File: src/rtl/galivan_pkg.sv
// Shared constants for the Galivan ROM loader and the core's ROM mux:
// ioctl indices, the ROM region map and the loader state type.
package galivan_pkg;

    localparam logic [7:0] IDX_ROM = 8'd0;
    localparam logic [7:0] IDX_DIP = 8'd254;

    localparam int NUM_REG = 4;

    // Region order: 0 main CPU, 1 sound, 2 tiles, 3 sprites (inclusive bounds)
    localparam logic [NUM_REG-1:0][26:0] REG_BASE = {27'h40000, 27'h20000, 27'h14000, 27'h00000};
    localparam logic [NUM_REG-1:0][26:0] REG_END  = {27'h4FFFF, 27'h3FFFF, 27'h1FFFF, 27'h13FFF};

    typedef enum logic [1:0] {
        IDLE,
        LO,
        HI
    } loader_state_t;

endpackage

File: src/rtl/galivan_rom_map.sv
// Combinational ioctl byte address -> {hit, one-hot region, region-relative address}.
// Also used by the core's ROM mux, so it carries no state.
module galivan_rom_map
    import galivan_pkg::*;
#(
    parameter int NREG    = NUM_REG,
    parameter int RADDR_W = 17
) (
    input  logic [26:0]        addr,
    output logic               hit,
    output logic [NREG-1:0]    region,
    output logic [RADDR_W-1:0] rel_addr
);

    logic [26:0] offs;

    always_comb begin
        hit      = 1'b0;
        region   = '0;
        rel_addr = '0;
        offs     = '0;
        for (int r = 0; r < NREG; r++) begin
            // Unsigned wrap makes addresses below the base fail the size test
            offs = addr - REG_BASE[r];
            if (offs <= (REG_END[r] - REG_BASE[r])) begin
                hit       = 1'b1;
                region[r] = 1'b1;
                rel_addr  = offs[RADDR_W-1:0];
            end
        end
    end

endmodule

File: src/rtl/galivan_rom_loader.sv
// Turns the hps_io ioctl word stream into region-steered ROM byte writes and DIP
// register updates, and sequences rom_init / core_reset around the download.
module galivan_rom_loader
    import galivan_pkg::*;
#(
    parameter int RADDR_W  = 17,
    parameter int NREG     = NUM_REG,
    parameter int RST_HOLD = 255
) (
    input  logic               clk_sys,
    input  logic               reset,
    input  logic               ioctl_download,
    input  logic [7:0]         ioctl_index,
    input  logic               ioctl_wr,
    input  logic [26:0]        ioctl_addr,
    input  logic [15:0]        ioctl_dout,
    output logic               ioctl_wait,
    output logic               rom_init,
    output logic               core_reset,
    output logic [NREG-1:0]    rom_we,
    output logic [RADDR_W-1:0] rom_addr,
    output logic [7:0]         rom_data,
    output logic [15:0]        dsw,
    output logic               load_err
);

    localparam int HOLD_W = (RST_HOLD > 0) ? $clog2(RST_HOLD + 1) : 1;

    loader_state_t      state_q, state_d;
    logic [NREG-1:0]    reg_q, reg_d;
    logic [RADDR_W-1:0] hi_addr_q, hi_addr_d;
    logic [7:0]         hi_data_q, hi_data_d;
    logic [NREG-1:0]    rom_we_q, rom_we_d;
    logic [RADDR_W-1:0] rom_addr_q, rom_addr_d;
    logic [7:0]         rom_data_q, rom_data_d;
    logic               rom_init_q, rom_init_d;
    logic               load_err_q, load_err_d;
    logic               dl_rom_q, dl_rom_d;
    logic [HOLD_W-1:0]  hold_q, hold_d;
    logic [15:0]        dsw_q, dsw_d;

    logic               map_hit;
    logic [NREG-1:0]    map_region;
    logic [RADDR_W-1:0] map_rel;
    logic               wr_rom;
    logic               wr_dip;
    logic               err_set;

    galivan_rom_map #(
        .NREG    (NREG),
        .RADDR_W (RADDR_W)
    ) u_map (
        .addr     (ioctl_addr),
        .hit      (map_hit),
        .region   (map_region),
        .rel_addr (map_rel)
    );

    assign dl_rom_d = ioctl_download && (ioctl_index == IDX_ROM);
    assign wr_rom   = ioctl_wr && (ioctl_index == IDX_ROM);
    assign wr_dip   = ioctl_wr && (ioctl_index == IDX_DIP) && (ioctl_addr[24:3] == '0)
                      && (ioctl_addr[2:1] == 2'b00);

    always_comb begin
        state_d    = state_q;
        reg_d      = reg_q;
        hi_addr_d  = hi_addr_q;
        hi_data_d  = hi_data_q;
        rom_we_d   = '0;
        rom_addr_d = rom_addr_q;
        rom_data_d = rom_data_q;
        err_set    = 1'b0;

        case (state_q)
            IDLE: begin
                if (wr_rom) begin
                    if (ioctl_addr[0] || !map_hit) begin
                        err_set = 1'b1;
                    end else begin
                        // Region is decoded once; the high byte reuses it
                        state_d    = LO;
                        reg_d      = map_region;
                        hi_addr_d  = map_rel + RADDR_W'(1);
                        hi_data_d  = ioctl_dout[15:8];
                        rom_we_d   = map_region;
                        rom_addr_d = map_rel;
                        rom_data_d = ioctl_dout[7:0];
                    end
                end
            end
            LO: begin
                state_d    = HI;
                rom_we_d   = reg_q;
                rom_addr_d = hi_addr_q;
                rom_data_d = hi_data_q;
            end
            HI:      state_d = IDLE;
            default: state_d = IDLE;
        endcase

        if (ioctl_wr && (state_q != IDLE)) begin
            err_set = 1'b1;
        end

        load_err_d = load_err_q;
        if (dl_rom_d && !dl_rom_q) begin
            load_err_d = 1'b0;
        end
        if (err_set) begin
            load_err_d = 1'b1;
        end

        // Looking at the next state keeps rom_init high through a write that
        // coincides with the end of the download
        rom_init_d = dl_rom_d || (state_d != IDLE);

        hold_d = hold_q;
        if (rom_init_q) begin
            hold_d = HOLD_W'(RST_HOLD);
        end else if (hold_q != '0) begin
            hold_d = hold_q - HOLD_W'(1);
        end

        dsw_d = wr_dip ? ioctl_dout : dsw_q;
    end

    always_ff @(posedge clk_sys) begin
        if (reset) begin
            state_q    <= IDLE;
            reg_q      <= '0;
            hi_addr_q  <= '0;
            hi_data_q  <= '0;
            rom_we_q   <= '0;
            rom_addr_q <= '0;
            rom_data_q <= '0;
            rom_init_q <= 1'b0;
            load_err_q <= 1'b0;
            dl_rom_q   <= 1'b0;
            hold_q     <= HOLD_W'(RST_HOLD);
        end else begin
            state_q    <= state_d;
            reg_q      <= reg_d;
            hi_addr_q  <= hi_addr_d;
            hi_data_q  <= hi_data_d;
            rom_we_q   <= rom_we_d;
            rom_addr_q <= rom_addr_d;
            rom_data_q <= rom_data_d;
            rom_init_q <= rom_init_d;
            load_err_q <= load_err_d;
            dl_rom_q   <= dl_rom_d;
            hold_q     <= hold_d;
        end
    end

    // DIP settings survive an OSD reset; power-up zero comes from FPGA configuration
    always_ff @(posedge clk_sys) begin
        dsw_q <= dsw_d;
    end

    assign ioctl_wait = (state_q != IDLE);
    assign rom_init   = rom_init_q;
    assign core_reset = reset || rom_init_q || (hold_q != '0);
    assign rom_we     = rom_we_q;
    assign rom_addr   = rom_addr_q;
    assign rom_data   = rom_data_q;
    assign dsw        = dsw_q;
    assign load_err   = load_err_q;

endmodule
File: config.mk
export PLATFORM = sky130hd
export DESIGN_NAME = galivan_rom_loader
export DESIGN_NICKNAME = d
export VERILOG_FILES = /design/src/rtl/galivan_pkg.sv /design/src/rtl/galivan_rom_map.sv /design/src/rtl/galivan_rom_loader.sv
export SDC_FILE = /design/constraint.sdc
export NUM_CORES = 1
export LEC_CHECK = 0
export CAP_MARGIN = 20
export CORE_ASPECT_RATIO = 1.75
export CORE_MARGIN = 2
export CORE_UTILIZATION = 49
export CTS_BUF_LIST = sky130_fd_sc_hd__clkbuf_8 sky130_fd_sc_hd__clkbuf_16
export CTS_CLUSTER_SIZE = 10
export DETAILED_ROUTE_END_ITERATION = 10
export PLACE_DENSITY = 0.78
export SYNTH_ARGS = -nofsm -noshare
export SYNTH_HDL_FRONTEND = slang
export SYNTH_SLANG_ARGS = --single-unit
File: constraint.sdc
create_clock -name clk_sys -period 9.4 [get_ports clk_sys]
set_input_delay 1.41 -clock clk_sys [delete_from_list [all_inputs] [get_ports clk_sys]]
set_output_delay 1.41 -clock clk_sys [all_outputs]
set_load 0.005 [all_outputs]
==> results of run 1 <==
## stage by stage
step | cell area [um2] | cells | total power (uW)
5_1_grt | 5760 | 696 | 874
4_1_cts | 5750 | 695 | 854
6_report | 5760 | 696 | 848
2_1_floorplan | 4310 | 482 | 415
3_3_place_gp | 5400 | 679 | 451
3_5_place_dp | 5400 | 679 | 452
## cells in the mapped netlist (12+ instances only)
cell | number | share of area [%]
dfxtp_1 | 71 | 33
nand2_1 | 62 | 5.4
nor2_1 | 45 | 3.9
a21oi_1 | 36 | 4.2
nand3_1 | 31 | 3.6
clkbuf_1 | 17 | 1.5
nand2b_1 | 17 | 2.5
edfxtp_1 | 16 | 11
a211oi_1 | 13 | 2.3
a311oi_1 | 13 | 2.6
inv_1 | 13 | 1.1
mux2i_1 | 13 | 3.0
nand4_1 | 13 | 1.9
ha_1 | 12 | 3.5
xnor2_1 | 12 | 2.4
## layout make-up
class,instances,area share [%]
sequential,87,33.0
clock buffer,10,4.34
tap,117,2.54
inverter,13,0.847
timing repair buffer,108,18.5
clock inverter,6,1.76
multi-input combinational,355,39.0
## critical path, stage by stage
cell and delay, ns:
clkdlybuf4s50_1 0.59, inv_1 0.15, ha_1 0.25, a21boi_1 0.22, a21bo_2 0.28, o31ai_1 0.26
nand3_1 0.12, or4_1 0.69, nand2_1 0.74, nand4_1 0.79, buf_6 0.39, nand2b_1 0.16
a21oi_1 0.15
## registers in the layout, indices dropped and copies added (netlist names), 2 cells and up
signal / flops
dsw: 16
hi_addr_q: 17
hi_data_q: 8
hold_q: 8
reg_q: 4
rom_addr: 17
rom_data: 8
rom_we: 4
state_q: 2
## cell families (layout without fill, tap and decap cells)
family	Yosys count	count (layout)	share of synthesized area (%)
compound gates	89	89	15.0
xor+xnor	22	22	4.47
fa+ha+maj	12	12	3.48
buf+inv	40	137	4.03
flops	87	87	44.1
mux	13	13	3.02
simple gates	219	219	25.8
## routing by layer
| layer | vias up | wire [um] | part of all wire, % |
|---|---|---|---|
| met5 | - | 0 | 0 |
| met4 | 0 | 620 | 5.2 |
| met3 | 39 | 540 | 4.5 |
| met2 | 142 | 6450 | 54 |
| met1 | 1884 | 4340 | 36 |
| li1 | 1921 | - | - |
## worst max-delay path by stage
stage	from	end	cells past startpoint
2_1_floorplan	ioctl_addr[18]	hi_addr_q[16]	15
3_3_place_gp	ioctl_addr[18]	hi_addr_q[11]	12
3_5_place_dp	ioctl_addr[18]	hi_addr_q[11]	12
4_1_cts	ioctl_addr[18]	hi_addr_q[11]	12
5_1_grt	ioctl_addr[18]	rom_addr[15]	13
6_report	ioctl_addr[18]	rom_addr[15]	13
## report_power, final
group          internal (uW)  total, uW  switching (uW)
clock network            252        403             151
registers                380        381           0.769
logic                   31.0       63.5            32.5
==> results.json, run 1 <==
{
  "status": "finished, final reports clean",
  "power.density_nw_per_um2": 147,
  "hold_class": "reg2reg",
  "tns_ns": 0,
  "cts.path.max_buffers": 2,
  "worst_pin_slew_ns": 0.921,
  "final_common_cell": "clkdlybuf4s50_1",
  "numCtsBuffers": 9,
  "finClkSkew_ns": 0.00635,
  "critPathLaunchType": "input pin",
  "die_y_um": 128,
  "syn-cell-area_um2": 4310,
  "syn_nets": 549,
  "multi_input_area_um2": 2240,
  "worst_hold_path.num_cells": 2,
  "layout-drive-gt1-share_pct": 6.22,
  "routed_wl_um": 12000,
  "layout_common_cells": "clkdlybuf4s50_1 (102), dfxtp_1 (71), nand2_1 (62), nor2_1 (45), a21oi_1 (36)",
  "ir_drop_mv": 0.0874,
  "cts_tree": "built",
  "dieArea_um2": 9590,
  "postCtsResizedCells": 0,
  "rr_startpoint": "state_q[1]",
  "overflow": 0,
  "hold_ws_ns": 0.452,
  "dp_slack_ns": 2.85,
  "clkTransAtPathRegs_ns": 0.06,
  "cts_setup_buffers": 0,
  "slew_headroom_pct": 38.6,
  "row_count": 45,
  "synth_ff_type": "dfxtp_1",
  "first_pass_iters": 5,
  "place_congestion": 0.891,
  "grt_use_met3_pct": 4.17,
  "grt_pass1_vias": 3777,
  "crit_arrival_ns": 6.23,
  "async_flop_share_pct": 0,
  "path_max_fanout": 28,
  "post_drt_wl_per_cell_um": 17.2,
  "grt_max_degree": 62,
  "port_buffers": 103,
  "period_needed_ns": 5.97,
  "yosysWarnings": 0,
  "grt.total_usage_pct": 25.5,
  "viasPerCell": 5.73,
  "r2r_slack_ns": 7.29,
  "drcViolationCount": 0,
  "clock-sinks": 87,
  "use_met2_pct": 45.2,
  "rr_worst_depth": 6,
  "drt-initial-drc-count": 246,
  "ctsHoldBuffers": 0,
  "synth_seq_cells": 87,
  "vias": 3986,
  "drtAntennaViolNets": 0,
  "area_delta_synth_final_pct": 33.6,
  "nets": 641,
  "endpoint_kind": "flip-flop",
  "grt_pass1_wl_um": 18400,
  "fillers": 709,
  "fmax_mhz": 168,
  "syn_area_per_cell_um2": 8.94,
  "leakagePower_uw": 0.00197,
  "initial_utilization_pct": 50.0,
  "n_antenna_cell": 0,
  "syn_inst": 482,
  "seq_area_um2": 1900,
  "final_hold_viol_count": 0,
  "die_w_um": 74.9,
  "synth_edf_count": 16,
  "maxCapViolations": 0,
  "hold_path_startpoint": "hi_data_q[0]",
  "busiest_layer": "met2",
  "rsz0062_at_grt": "no",
  "fin_crit_sh_pct": 63.5,
  "finalWorstSetupSlack_ns": 3.43,
  "yosysSeqAreaShare_pct": 44.1,
  "clk_latency_ns": 0.34,
  "critical_path_class": "in2reg",
  "dp_hpwl_um": 8840,
  "rr_endpoint": "hi_addr_q[7]",
  "root_buffer": "clkbuf_16",
  "ctsHtreeMaxLevel": 3,
  "core_area_um2": 8610,
  "antenna_found_initial": 0,
  "worstPathRequired_ns": 9.67,
  "grt.met1_usage_pct": 27.4,
  "ios": 104,
  "setup_viol_count_final": 0,
  "slew_violations": 0,
  "postLayoutCoreUtil_pct": 66.9,
  "yosysUniqueCellTypes": 53,
  "hold_path_end": "hi_data_q[0]"
}
Power figures use the tool's default switching activity.
==> run 2: changes to the inputs <==
==> constraint.sdc (replaced) <==
create_clock -name clk_sys -period 5.95 [get_ports clk_sys]
set_input_delay 0.8925 -clock clk_sys [delete_from_list [all_inputs] [get_ports clk_sys]]
set_output_delay 0.8925 -clock clk_sys [all_outputs]
set_load 0.005 [all_outputs]
==> run 2 against run 1 <==
  * Routed wire length is 2.4% lower
  * Total power rose by 60%
  * Critical path depth shrank 1
  * Critical endpoint is now rom_addr[10]
==> results.json, run 2 (synthesis results as in run 1) <==
{
  "clock-sinks": 87,
  "antenna_found_initial": 0,
  "ctsHoldBuffers": 0,
  "crit_top_cell": "nand3_1",
  "area_delta_synth_final_pct": 34.1,
  "clkTransAtPathRegs_ns": 0.06,
  "ir_drop_mv": 0.174,
  "die_y_um": 128,
  "rr_worst_depth": 6,
  "slew_violations": 0,
  "dpl.cell_count": 681,
  "grt_use_met3_pct": 3.93,
  "crit_chain": "clkdlybuf4s50_1, inv_1, ha_1, a21boi_1, a21bo_2, o31ai_1, nand3_1, or4_1, a2111oi_4, buf_12, nand3_1, a311oi_1",
  "layout_common_cells": "clkdlybuf4s50_1 (102), dfxtp_1 (71), nand2_1 (62), nor2_1 (45), a21oi_1 (36)",
  "worst_pin_slew_ns": 0.928,
  "setup_viol_count_final": 0,
  "finalPower_uw": 1360,
  "grt.met1_usage_pct": 28.1,
  "drt-initial-drc-count": 229,
  "status": "finished, final reports clean",
  "leakagePower_uw": 0.00197,
  "post_drt_wl_per_cell_um": 16.7,
  "final_hold_viol_count": 0,
  "postCtsResizedCells": 0,
  "numCtsBuffers": 9,
  "fmax_mhz": 215,
  "overflow": 0,
  "busiest_layer": "met2",
  "power.density_nw_per_um2": 235,
  "cts.path.max_buffers": 2,
  "nets": 642,
  "ios": 104,
  "critPathLaunchType": "input pin",
  "slowest_delay_ns": 0.82,
  "fillers": 706,
  "core_area_um2": 8610,
  "layout-drive-gt1-share_pct": 6.38,
  "grt_pass1_vias": 3838,
  "rsz0062_at_grt": "no",
  "grt_max_degree": 62,
  "final_cells": 697,
  "cp_slowest_cell": "a2111oi_4",
  "cts_tree": "built",
  "worst_hold_path.num_cells": 2,
  "period_needed_ns": 4.65,
  "die_w_um": 74.9,
  "crit_arrival_ns": 4.89,
  "maxCapViolations": 0,
  "n_antenna_cell": 0,
  "viasPerCell": 5.65,
  "routed_wl_um": 11700,
  "finClkSkew_ns": 0.00467,
  "drcViolationCount": 0,
  "rr_startpoint": "state_q[1]",
  "vias": 3941,
  "crit_path_start": "ioctl_addr[18]",
  "worstPathRequired_ns": 6.20,
  "clk_latency_ns": 0.34,
  "fin_crit_sh_pct": 78.1,
  "root_buffer": "clkbuf_16",
  "grt.total_usage_pct": 25.4,
  "dieArea_um2": 9590,
  "port_buffers": 103,
  "dp_hpwl_um": 8640,
  "hold_ws_ns": 0.453,
  "first_pass_iters": 4,
  "slew_headroom_pct": 38.1,
  "endpoint_kind": "flip-flop",
  "ctsHtreeMaxLevel": 3,
  "drtAntennaViolNets": 0,
  "stdcell_area_um2": 5780,
  "r2r_slack_ns": 3.83,
  "path_max_fanout": 31,
  "place_congestion": 0.921,
  "cp.buffers_inverters": 3,
  "critical_path_class": "in2reg",
  "hold_class": "reg2reg",
  "use_met2_pct": 46.1,
  "rr_endpoint": "hi_addr_q[7]",
  "place_area_um2": 5420,
  "cp_top_family": "compound AO/OA/AOI/OAI gates",
  "row_count": 45,
  "final_common_cell": "clkdlybuf4s50_1",
  "crit_end": "rom_addr[10]",
  "cts_setup_buffers": 0,
  "tns_ns": 0,
  "initial_utilization_pct": 50.0,
  "grt_pass1_wl_um": 18600,
  "path_depth": 12
}
run 2: cell types whose count changed in the layout (fill, tap and decap cells not counted), sizes merged:
cell,change
buf,+1
bufinv,+1
clkbuf,-1
run 2: area by class of cell:
class / instances / area (um2) / share of cell area (%)
clock buffer: 9 / 225 / 3.90
clock inverter: 7 / 131 / 2.27
inverter: 13 / 48.8 / 0.844
multi-input combinational: 355 / 2240 / 38.8
sequential: 87 / 1900 / 32.9
tap: 117 / 146 / 2.53
timing repair buffer: 109 / 1080 / 18.7
run 2: tightest hold or removal path, stage by stage, from the launching register on:
cell     delay (ns)
dfxtp_1        0.31
nand2_1        0.05
a21oi_1        0.05
run 2: power breakdown:
part / leakage [uW] / internal, uW / switching [uW]
clock: 0.000169 / 416 / 240
sequential: 0.000716 / 601 / 1.27
combinational: 0.00109 / 48.9 / 51.1
run 2: routing by layer:
layer / up-vias / share of wire (%)
met3: 22 / 4.2
met2: 121 / 57
met5: - / 0
met1: 1872 / 36
li1: 1926 / -
met4: 0 / 2.8
run 2: worst min-delay path by stage:
stage / from / endpoint / slack, ns
2_1_floorplan: reg_q[1] / rom_we[1] / 0.43
3_3_place_gp: hi_addr_q[1] / hi_addr_q[1] / 0.44
3_5_place_dp: hi_addr_q[9] / hi_addr_q[9] / 0.45
4_1_cts: hi_data_q[3] / hi_data_q[3] / 0.46
5_1_grt: hi_addr_q[13] / hi_addr_q[13] / 0.48
6_report: hi_data_q[3] / hi_data_q[3] / 0.45
run 2: per-stage QoR:
stage	worst slack [ns]	util, %
2_1_floorplan	1.96	-
3_3_place_gp	1.15	63.0
3_5_place_dp	0.956	63.0
4_1_cts	1.32	67.1
5_1_grt	1.11	67.1
6_report	1.30	67.1
